[src/rtl/tff_seq_pkg.sv]
// rtl/tff_seq_pkg.sv - shared state encodings and direction constants for the T-bank sequencer
package tff_seq_pkg;

    typedef enum logic [1:0] {
        ST_IDLE = 2'd0,
        ST_RUN  = 2'd1,
        ST_DONE = 2'd2
    } state_t;

    localparam logic DIR_UP   = 1'b0;
    localparam logic DIR_DOWN = 1'b1;

endpackage

[src/rtl/tff_seq_ctrl_if.sv]
// rtl/tff_seq_ctrl_if.sv - control and status bundle between board inputs, sequencer and display logic
interface tff_seq_ctrl_if #(
    parameter int WIDTH = 4
);
    logic             start;
    logic             stop;
    logic             step_en;
    logic             dir;
    logic [WIDTH-1:0] mod_val;
    logic [WIDTH-1:0] count;
    logic [WIDTH-1:0] t_vec;
    logic             busy;
    logic             done;
    logic             wrap;

    modport master (
        output start, stop, step_en, dir, mod_val,
        input  count, t_vec, busy, done, wrap
    );

    modport slave (
        input  start, stop, step_en, dir, mod_val,
        output count, t_vec, busy, done, wrap
    );
endinterface

[src/rtl/tff_bank.sv]
// rtl/tff_bank.sv - bank of T flip-flops, each a D flop with d = t ^ q
module tff_bank #(
    parameter int WIDTH = 4
) (
    input  logic             clk,
    input  logic             rst,
    input  logic [WIDTH-1:0] t,
    output logic [WIDTH-1:0] q
);

    always_ff @(posedge clk or posedge rst) begin
        if (rst) begin
            q <= '0;
        end else begin
            q <= t ^ q;
        end
    end

endmodule

[src/rtl/tff_seq_ctrl.sv]
// rtl/tff_seq_ctrl.sv - FSM driving toggle enables into a T-bank counter; TFF_SEQ_CONTINUOUS_EN enables wrap-around mode
module tff_seq_ctrl
    import tff_seq_pkg::*;
#(
    parameter int WIDTH = 4
) (
    input  logic         clk,
    input  logic         rst,
    tff_seq_ctrl_if.slave bus
);

    localparam logic [WIDTH-1:0] ONE = {{(WIDTH-1){1'b0}}, 1'b1};

    state_t           state, state_nxt;
    logic [WIDTH-1:0] limit_r, limit_nxt;
    logic             dir_r, dir_nxt;
    logic [WIDTH-1:0] count;
    logic [WIDTH-1:0] count_nxt;
    logic [WIDTH-1:0] term;
    logic [WIDTH-1:0] t_vec;
`ifdef TFF_SEQ_CONTINUOUS_EN
    logic             wrap_r, wrap_nxt;
`endif

    tff_bank #(.WIDTH(WIDTH)) u_bank (
        .clk (clk),
        .rst (rst),
        .t   (t_vec),
        .q   (count)
    );

    assign term = (dir_r == DIR_DOWN) ? '0 : limit_r;

    always_comb begin
        state_nxt = state;
        limit_nxt = limit_r;
        dir_nxt   = dir_r;
        count_nxt = count;
`ifdef TFF_SEQ_CONTINUOUS_EN
        wrap_nxt  = 1'b0;
`endif
        case (state)
            ST_IDLE: begin
                if (bus.start) begin
                    limit_nxt = bus.mod_val;
                    dir_nxt   = bus.dir;
                    count_nxt = (bus.dir == DIR_DOWN) ? bus.mod_val : '0;
                    state_nxt = ST_RUN;
                end
            end
            ST_RUN: begin
                // stop wins over a coincident step so an abort never moves the count
                if (bus.stop) begin
                    state_nxt = ST_IDLE;
                end else if (bus.step_en) begin
                    if (count == term) begin
`ifdef TFF_SEQ_CONTINUOUS_EN
                        count_nxt = (dir_r == DIR_DOWN) ? limit_r : '0;
                        wrap_nxt  = 1'b1;
`else
                        state_nxt = ST_DONE;
`endif
                    end else begin
                        count_nxt = (dir_r == DIR_DOWN) ? (count - ONE) : (count + ONE);
                    end
                end
            end
            ST_DONE: begin
                state_nxt = ST_IDLE;
            end
            default: begin
                state_nxt = ST_IDLE;
            end
        endcase
    end

    // The bank only ever sees the difference between the present and desired count
    assign t_vec = count ^ count_nxt;

    always_ff @(posedge clk or posedge rst) begin
        if (rst) begin
            state   <= ST_IDLE;
            limit_r <= '0;
            dir_r   <= DIR_UP;
`ifdef TFF_SEQ_CONTINUOUS_EN
            wrap_r  <= 1'b0;
`endif
        end else begin
            state   <= state_nxt;
            limit_r <= limit_nxt;
            dir_r   <= dir_nxt;
`ifdef TFF_SEQ_CONTINUOUS_EN
            wrap_r  <= wrap_nxt;
`endif
        end
    end

    assign bus.count = count;
    assign bus.t_vec = t_vec;
    assign bus.busy  = (state == ST_RUN);
    assign bus.done  = (state == ST_DONE);
`ifdef TFF_SEQ_CONTINUOUS_EN
    assign bus.wrap  = wrap_r;
`else
    assign bus.wrap  = 1'b0;
`endif

endmodule

[src/flat_wrapper.sv]
// flat-port wrapper written by rule: the top's interface ports become plain ports
module tff_seq_ctrl_flat import tff_seq_pkg::*;
#(
    parameter int WIDTH = 4
)
  (clk, rst, bus_start, bus_stop, bus_step_en, bus_dir, bus_mod_val, bus_count, bus_t_vec, bus_busy, bus_done, bus_wrap);
  tff_seq_ctrl_if #(.WIDTH(WIDTH)) bus_i ();
  input  logic clk;
  input  logic rst;
  input wire logic [$bits(bus_i.start)-1:0] bus_start;
  input wire logic [$bits(bus_i.stop)-1:0] bus_stop;
  input wire logic [$bits(bus_i.step_en)-1:0] bus_step_en;
  input wire logic [$bits(bus_i.dir)-1:0] bus_dir;
  input wire logic [$bits(bus_i.mod_val)-1:0] bus_mod_val;
  output wire logic [$bits(bus_i.count)-1:0] bus_count;
  output wire logic [$bits(bus_i.t_vec)-1:0] bus_t_vec;
  output wire logic [$bits(bus_i.busy)-1:0] bus_busy;
  output wire logic [$bits(bus_i.done)-1:0] bus_done;
  output wire logic [$bits(bus_i.wrap)-1:0] bus_wrap;
  assign bus_i.start = bus_start;
  assign bus_i.stop = bus_stop;
  assign bus_i.step_en = bus_step_en;
  assign bus_i.dir = bus_dir;
  assign bus_i.mod_val = bus_mod_val;
  assign bus_count = bus_i.count;
  assign bus_t_vec = bus_i.t_vec;
  assign bus_busy = bus_i.busy;
  assign bus_done = bus_i.done;
  assign bus_wrap = bus_i.wrap;
  tff_seq_ctrl #(.WIDTH(WIDTH)) u_core (.clk(clk), .rst(rst), .bus(bus_i));
endmodule
[config.mk]
export PLATFORM = sky130hd
export DESIGN_NAME = tff_seq_ctrl_flat
export DESIGN_NICKNAME = d
export VERILOG_FILES = /design/src/rtl/tff_seq_pkg.sv /design/src/rtl/tff_seq_ctrl_if.sv /design/src/rtl/tff_bank.sv /design/src/rtl/tff_seq_ctrl.sv /design/src/flat_wrapper.sv
export SDC_FILE = /design/constraint.sdc
export NUM_CORES = 1
export LEC_CHECK = 0
export CORE_ASPECT_RATIO = 1.2
export CORE_MARGIN = 3
export CORE_UTILIZATION = 30
export CTS_CLUSTER_DIAMETER = 150
export DETAILED_ROUTE_END_ITERATION = 10
export SYNTH_ARGS = -nofsm -noshare
export SYNTH_HDL_FRONTEND = slang
export SYNTH_HIERARCHICAL = 1
export SYNTH_SLANG_ARGS = --single-unit
[constraint.sdc]
create_clock -name clk -period 2.31 [get_ports clk]
set_input_delay 0.231 -clock clk [delete_from_list [all_inputs] [get_ports clk]]
set_output_delay 0.231 -clock clk [all_outputs]
set_load 0.005 [all_outputs]
# == Yosys cells after proc, flatten, opt, wreduce, memory -nomap -nowiden ==
# Cells that the tools add are included.
# Widths: inputs -> output; s select.
# classes
n_addsub,2
n_eq_ne,6
n_mux,13
n_bitwise,2
reduce_logical,3
# ops
operator,count
$mux 4,7
$mux 2,4
$pmux 4 s2,1
$xor 4x4->4,2
$add 4x1->4 const B,1
$eq 4x4->1,1
$pmux 2 s2,1
$sub 4x1->4 const B,1
$ne 3x2->1 const B,1
$ne 3x3->1 const B,1
$reduce_and 3->1,1
$eq 2x1->1 const B,1
$eq 2x2->1 const B,1
$logic_not 2->1,1
$ne 2x2->1 const B,1
$reduce_and 2->1,1
# totals
ff_bits,11
in_bits,10
out_inout_bits,11
wordCells,30

# == Logic depth before layout (Yosys ltp) ==
# depth
depth_word,8
depth_mapped,6
ltp_nobuf,6

# == Cells and area by module ==
# The synthesis kept the hierarchy.
# by_module_without_submodules
mod,instances,cells_per_inst,area_each_um2,seq_area_each_um2
tff_seq_ctrl,1,71,694.4,175.2
tff_bank,1,9,138.9,100.1

# == Least setup slack after synthesis ==
# No wires, ideal clock.
# synth_path
path_kind,register to register
startpoint,register u_core.u_bank.q[0]
endpoint,register u_core.u_bank.q[1]
setup_time_ns,0.080
t_arrival_ns,1.721
required_ns,2.230
setup_slack_ns,0.509
path_stages_with_launch,5
n_path_buf,0
period_less_slack_ns,1.801
path_cell_list,dfrtp_1 fa_1 mux2_2 o22ai_1 xor2_1
# synth_between
elab_chain_cells,8
word_cells_on_any_way,10
cone_classes,add/sub (2); eq/ne (1); mux (5); bitwise (2)
# synth_lines
item,line,text
from (decl),tff_bank.sv:8,output logic [WIDTH-1:0] q
from (signal assigned),tff_bank.sv:15,q <= t ^ q;
$add 4x1->4 or $sub 4x1->4 (tied branches),tff_seq_ctrl.sv:64,count_nxt = (dir_r == DIR_DOWN) ? (count - ONE) : (count + ONE);
$mux 4,tff_seq_ctrl.sv:64,
$mux 4 *,tff_seq_ctrl.sv:56,if (count == term) begin
$mux 4 *,tff_seq_ctrl.sv:55,end else if (bus.step_en) begin
$mux 4 *,tff_seq_ctrl.sv:53,if (bus.stop) begin
$pmux 4 s2 *,tff_seq_ctrl.sv:42,case (state)
$xor 4x4->4 *,tff_seq_ctrl.sv:78,assign t_vec = count ^ count_nxt;
via bus_t_vec[1],flat_wrapper.sv:16,output wire logic [$bits(bus_i.t_vec)-1:0] bus_t_vec;
$xor 4x4->4 *,tff_bank.sv:15,
# The timed path passes the listed nets; every way through them passes the cells marked *.
# A chain may end at the register's enable or synchronous reset.

# == Worst setup path after layout ==
# layout_path
startpoint,register u_core.dir_r
endpoint,output bus_t_vec[0]
# layout_between
elab_chain_cells,7
word_cells_on_any_way,8
cone_classes,eq/ne (1); mux (6); bitwise (1)
# layout_lines
item,line,text
from (decl),tff_seq_ctrl.sv:16,"logic dir_r, dir_nxt;"
from (signal assigned),tff_seq_ctrl.sv:91,dir_r <= dir_nxt;
$mux 4,tff_seq_ctrl.sv:32,assign term = (dir_r == DIR_DOWN) ? '0 : limit_r;
$eq 4x4->1,tff_seq_ctrl.sv:56,
$mux 4 *,tff_seq_ctrl.sv:56,
$mux 4 *,tff_seq_ctrl.sv:55,
$mux 4 *,tff_seq_ctrl.sv:53,
$pmux 4 s2 *,tff_seq_ctrl.sv:42,
$xor 4x4->4 *,tff_seq_ctrl.sv:78,
to (decl),flat_wrapper.sv:16,
# Every way passes the cells marked *; elsewhere a longest branch is shown, timed or not.

==> impl_results.md <==
- Largest net degree at the start of global routing: 9
- R2R cell count: 8
- H-tree levels: 1
- Crit path from: u_core/dir_r$_DFFE_PP0P_
- Initial Util: 0.320
- Worst Path Arrival: 2.02 ns
- FF-to-FF Start: u_core/dir_r$_DFFE_PP0P_
- Setup crit end: bus_t_vec[0]
- Vias in the first global route: 802
- Top Usage Layer GRT: met2
- Max IR drop VDD: 0.588 mV
- Yosys reg bits: 11
- Routed WL: 2110 µm
- Min-Delay Path Class: primary input to async pin
- Crit path time final: 2.25 ns
- Final Non-Filler Cells: 154
- Sink Count: 11
- Mean Syn Cell Area: 10.4 µm²
- R2r setup slk: 0.43 ns
- # diodes: 0
- TNS Setup: 0 ns
- Clk buf depth: 2
- Syn_nets: 93
- Total Power: 1.81 mW
- DIE HEIGHT: 63.7 µm
- Final core occ: 0.486
- Clock skew: 0.00551 ns
- Synthesized cell area: 833 µm²
- Root Driver: clkbuf_4
- Slowest cell on the critical path: dfrtp_2
- Core Box Area: 2600 µm²
- CTS Hold Buffers Added: 0
- Global route total overflow: 0
- Fin. Hold Viols: 0
- Crit Path Class: flip-flop to output pin
- Buf+Inv Stages, Crit Path: 3
- RSZ-0062 raised after global routing: yes
- Die width: 54.1 µm
- First-pass DRT Iterations: 4
- Wirelength per Cell: 13.7 µm
- Slowest stage delay, CP: 0.45 ns
- RR Endpoint: u_core/u_bank/q[3]$_DFF_PP0_
- Vias/cell: 4.89
- YS warnings: 6
- Initial DRC count: 5
- Required time worst endpoint: 2.08 ns
- Max_cap viols: 0
- GR Util met3: 0.0233
- Power per cell area: 1430 nW/µm²
- First-pass GRT wire length: 3670 µm
- Later-pin clock latency in the skew report: 0.28 ns
- Endpoint class of the critical path: output pin
- GPL Wtd Cong: 0.806
- CTS tree: built
- Layout cells sized above 1: 0.380
- Detailed-route DRC error count: 0
- Worst-path clk slew: 0.07 ns
- Max-slew violations: 0
- Cell Chain, Critical Path: buf_4 > nand4bb_1 > o22a_1 > a32oi_4 > buf_4 > nand2_2 > dlygate4sd2_1
- Number of CTS-inserted buffers: 3
- Cell family with most CP delay: buffers and inverters
- Placed Cells: 146
- Full die area: 3450 µm²
- Via count: 753
- Leakage: 0.562 nW
- Critical path depth in cells: 7
- Fmax: 0.445 GHz
- Antenna violations before repair: 0
- Final setup fails: 0
- Sequential share of the synthesized area: 0.330
- Outcome: completed
- Worst path most repeated cell: buf_4
- Nature of the critical path startpoint: flip-flop
- Met2 GRT Util: 0.238
- Worst Path Max Fanout: 5
- Met1 GRT Util: 0.183
- I/O Pins: 21
- Final worst-path cycle share: 0.973
- Layout net count: 135
- IO Port Bufs: 19
- Routed Antenna Nets: 0
- Area growth syn-to-layout: 51.7%
- Syn Inst Count: 80
- Number of distinct library cells after synthesis: 39
- Gr usage total: 0.144
- Fillers: 264
- Post-detail-place hpwl: 1590 µm
- # rows: 20
## kinds of logic (layout without fill, tap and decap cells)
family | Yosys count | in the layout | synth area share
xor+xnor | 9 | 9 | 0.0946
simple gates | 22 | 22 | 0.167
mux | 7 | 7 | 0.0991
other cells | 1 | 1 | 0.00450
buf+inv | 7 | 48 | 0.0465
compound gates | 20 | 20 | 0.204
flops | 11 | 11 | 0.330
fa+ha+maj | 3 | 3 | 0.0541
## cells in the mapped netlist
library cell,instances,area (µm²)
buf_4,1,7.51
fa_1,1,20.0
o21bai_1,1,7.51
a31oi_4,1,21.3
a32oi_2,1,16.3
inv_1,4,15.0
nor2b_1,1,6.26
ha_1,2,25.0
o21ai_1,1,5.00
a31oi_1,2,12.5
xnor2_1,3,26.3
o22ai_2,1,12.5
a21boi_0,1,7.51
a21o_1,1,7.51
mux2_4,1,15.0
a2111o_1,1,11.3
a21oi_1,4,20.0
dfrtp_1,11,275
and4bb_1,1,12.5
and2_1,1,6.26
mux2_2,6,67.6
clkbuf_2,1,5.00
nand3b_1,1,7.51
buf_6,1,11.3
nand4bb_1,2,22.5
and2b_1,2,15.0
nor3b_2,1,12.5
a21oi_2,1,8.76
o22a_1,1,8.76
a22oi_2,1,12.5
o22ai_1,1,6.26
conb_1,1,3.75
a22oi_1,1,7.51
nand2_1,8,30.0
and3_1,1,6.26
o21ai_0,1,5.00
and3b_1,1,8.76
nor2_1,3,11.3
xor2_1,6,52.6
## worst register-to-register path, cell delays in order, from the launching register on
cell and delay (ns):
dfrtp_2 0.45, buf_4 0.16, ha_1 0.27, a21o_1 0.19, a21oi_2 0.15, xor2_1 0.19
o21ai_2 0.09, buf_4 0.13, xor2_1 0.13
## placed cells by master, fill, tap and decap left out, types with 3 or more instances in the layout
| cell type | n |
|---|---|
| dfrtp_1 | 10 |
| inv_1 | 4 |
| clkdlybuf4s50_1 | 15 |
| nor2_1 | 3 |
| nand2_1 | 7 |
| clkbuf_4 | 3 |
| mux2_2 | 6 |
| a21oi_1 | 3 |
| xor2_1 | 6 |
| buf_4 | 20 |
## worst min-delay path by stage
stage / endpoint / cells past startpoint
2_1_floorplan: u_core/u_bank/q[0]$_DFF_PP0_ / 1
3_3_place_gp: u_core/u_bank/q[3]$_DFF_PP0_ / 2
3_5_place_dp: u_core/u_bank/q[3]$_DFF_PP0_ / 2
4_1_cts: u_core/u_bank/q[3]$_DFF_PP0_ / 2
5_1_grt: u_core/u_bank/q[3]$_DFF_PP0_ / 2
6_report: u_core/u_bank/q[3]$_DFF_PP0_ / 2
## sequential cells by signal, summed over array words and instances, names as in the netlist
| signal | cells |
|---|---|
| u_core/state | 2 |
| u_core/u_bank/q | 4 |
| u_core/dir_r | 1 |
| u_core/limit_r | 4 |
## through the flow
stage	hold slack, ns	area (µm²)	worst slack (ns)
after floorplan	-0.00292	833	0.509
after global placement	0.475	1170	-0.0990
after detailed placement	0.465	1170	-0.135
after CTS	0.165	1250	-0.00695
after global routing	0.191	1260	-0.0210
final	0.165	1260	0.0614
## metal layers
layer | wire, µm | vias up | part of all wire
met5 | 0 | - | 0
met4 | 40 | 0 | 0.019
li1 | - | 366 | -
met2 | 1080 | 15 | 0.51
met1 | 912 | 367 | 0.43
met3 | 73 | 5 | 0.035
## cell type report
type	instances	area [µm²]	area share
inverter	4	15.0	0.0119
multi-input combinational	62	564	0.447
sequential	11	277	0.219
clock buffer	4	26.3	0.0208
timing repair buffer	40	340	0.269
tap	33	41.3	0.0327
## where the power goes
part | total, mW | leakage (nW) | internal [mW] | switching [mW]
clock network | 0.143 | 0.0150 | 0.0671 | 0.0755
registers | 0.384 | 0.130 | 0.285 | 0.0988
logic | 1.28 | 0.417 | 0.743 | 0.537
## what timing repair did
| action | CTS | global route |
|---|---|---|
| pin swaps | 3 | 2 |
| setup endpoints to repair | 4 | 3 |
| gates resized for setup | 13 | 6 |
| buffers inserted | 2 | 2 |
No activity file was read; power rests on OpenSTA's default activity.
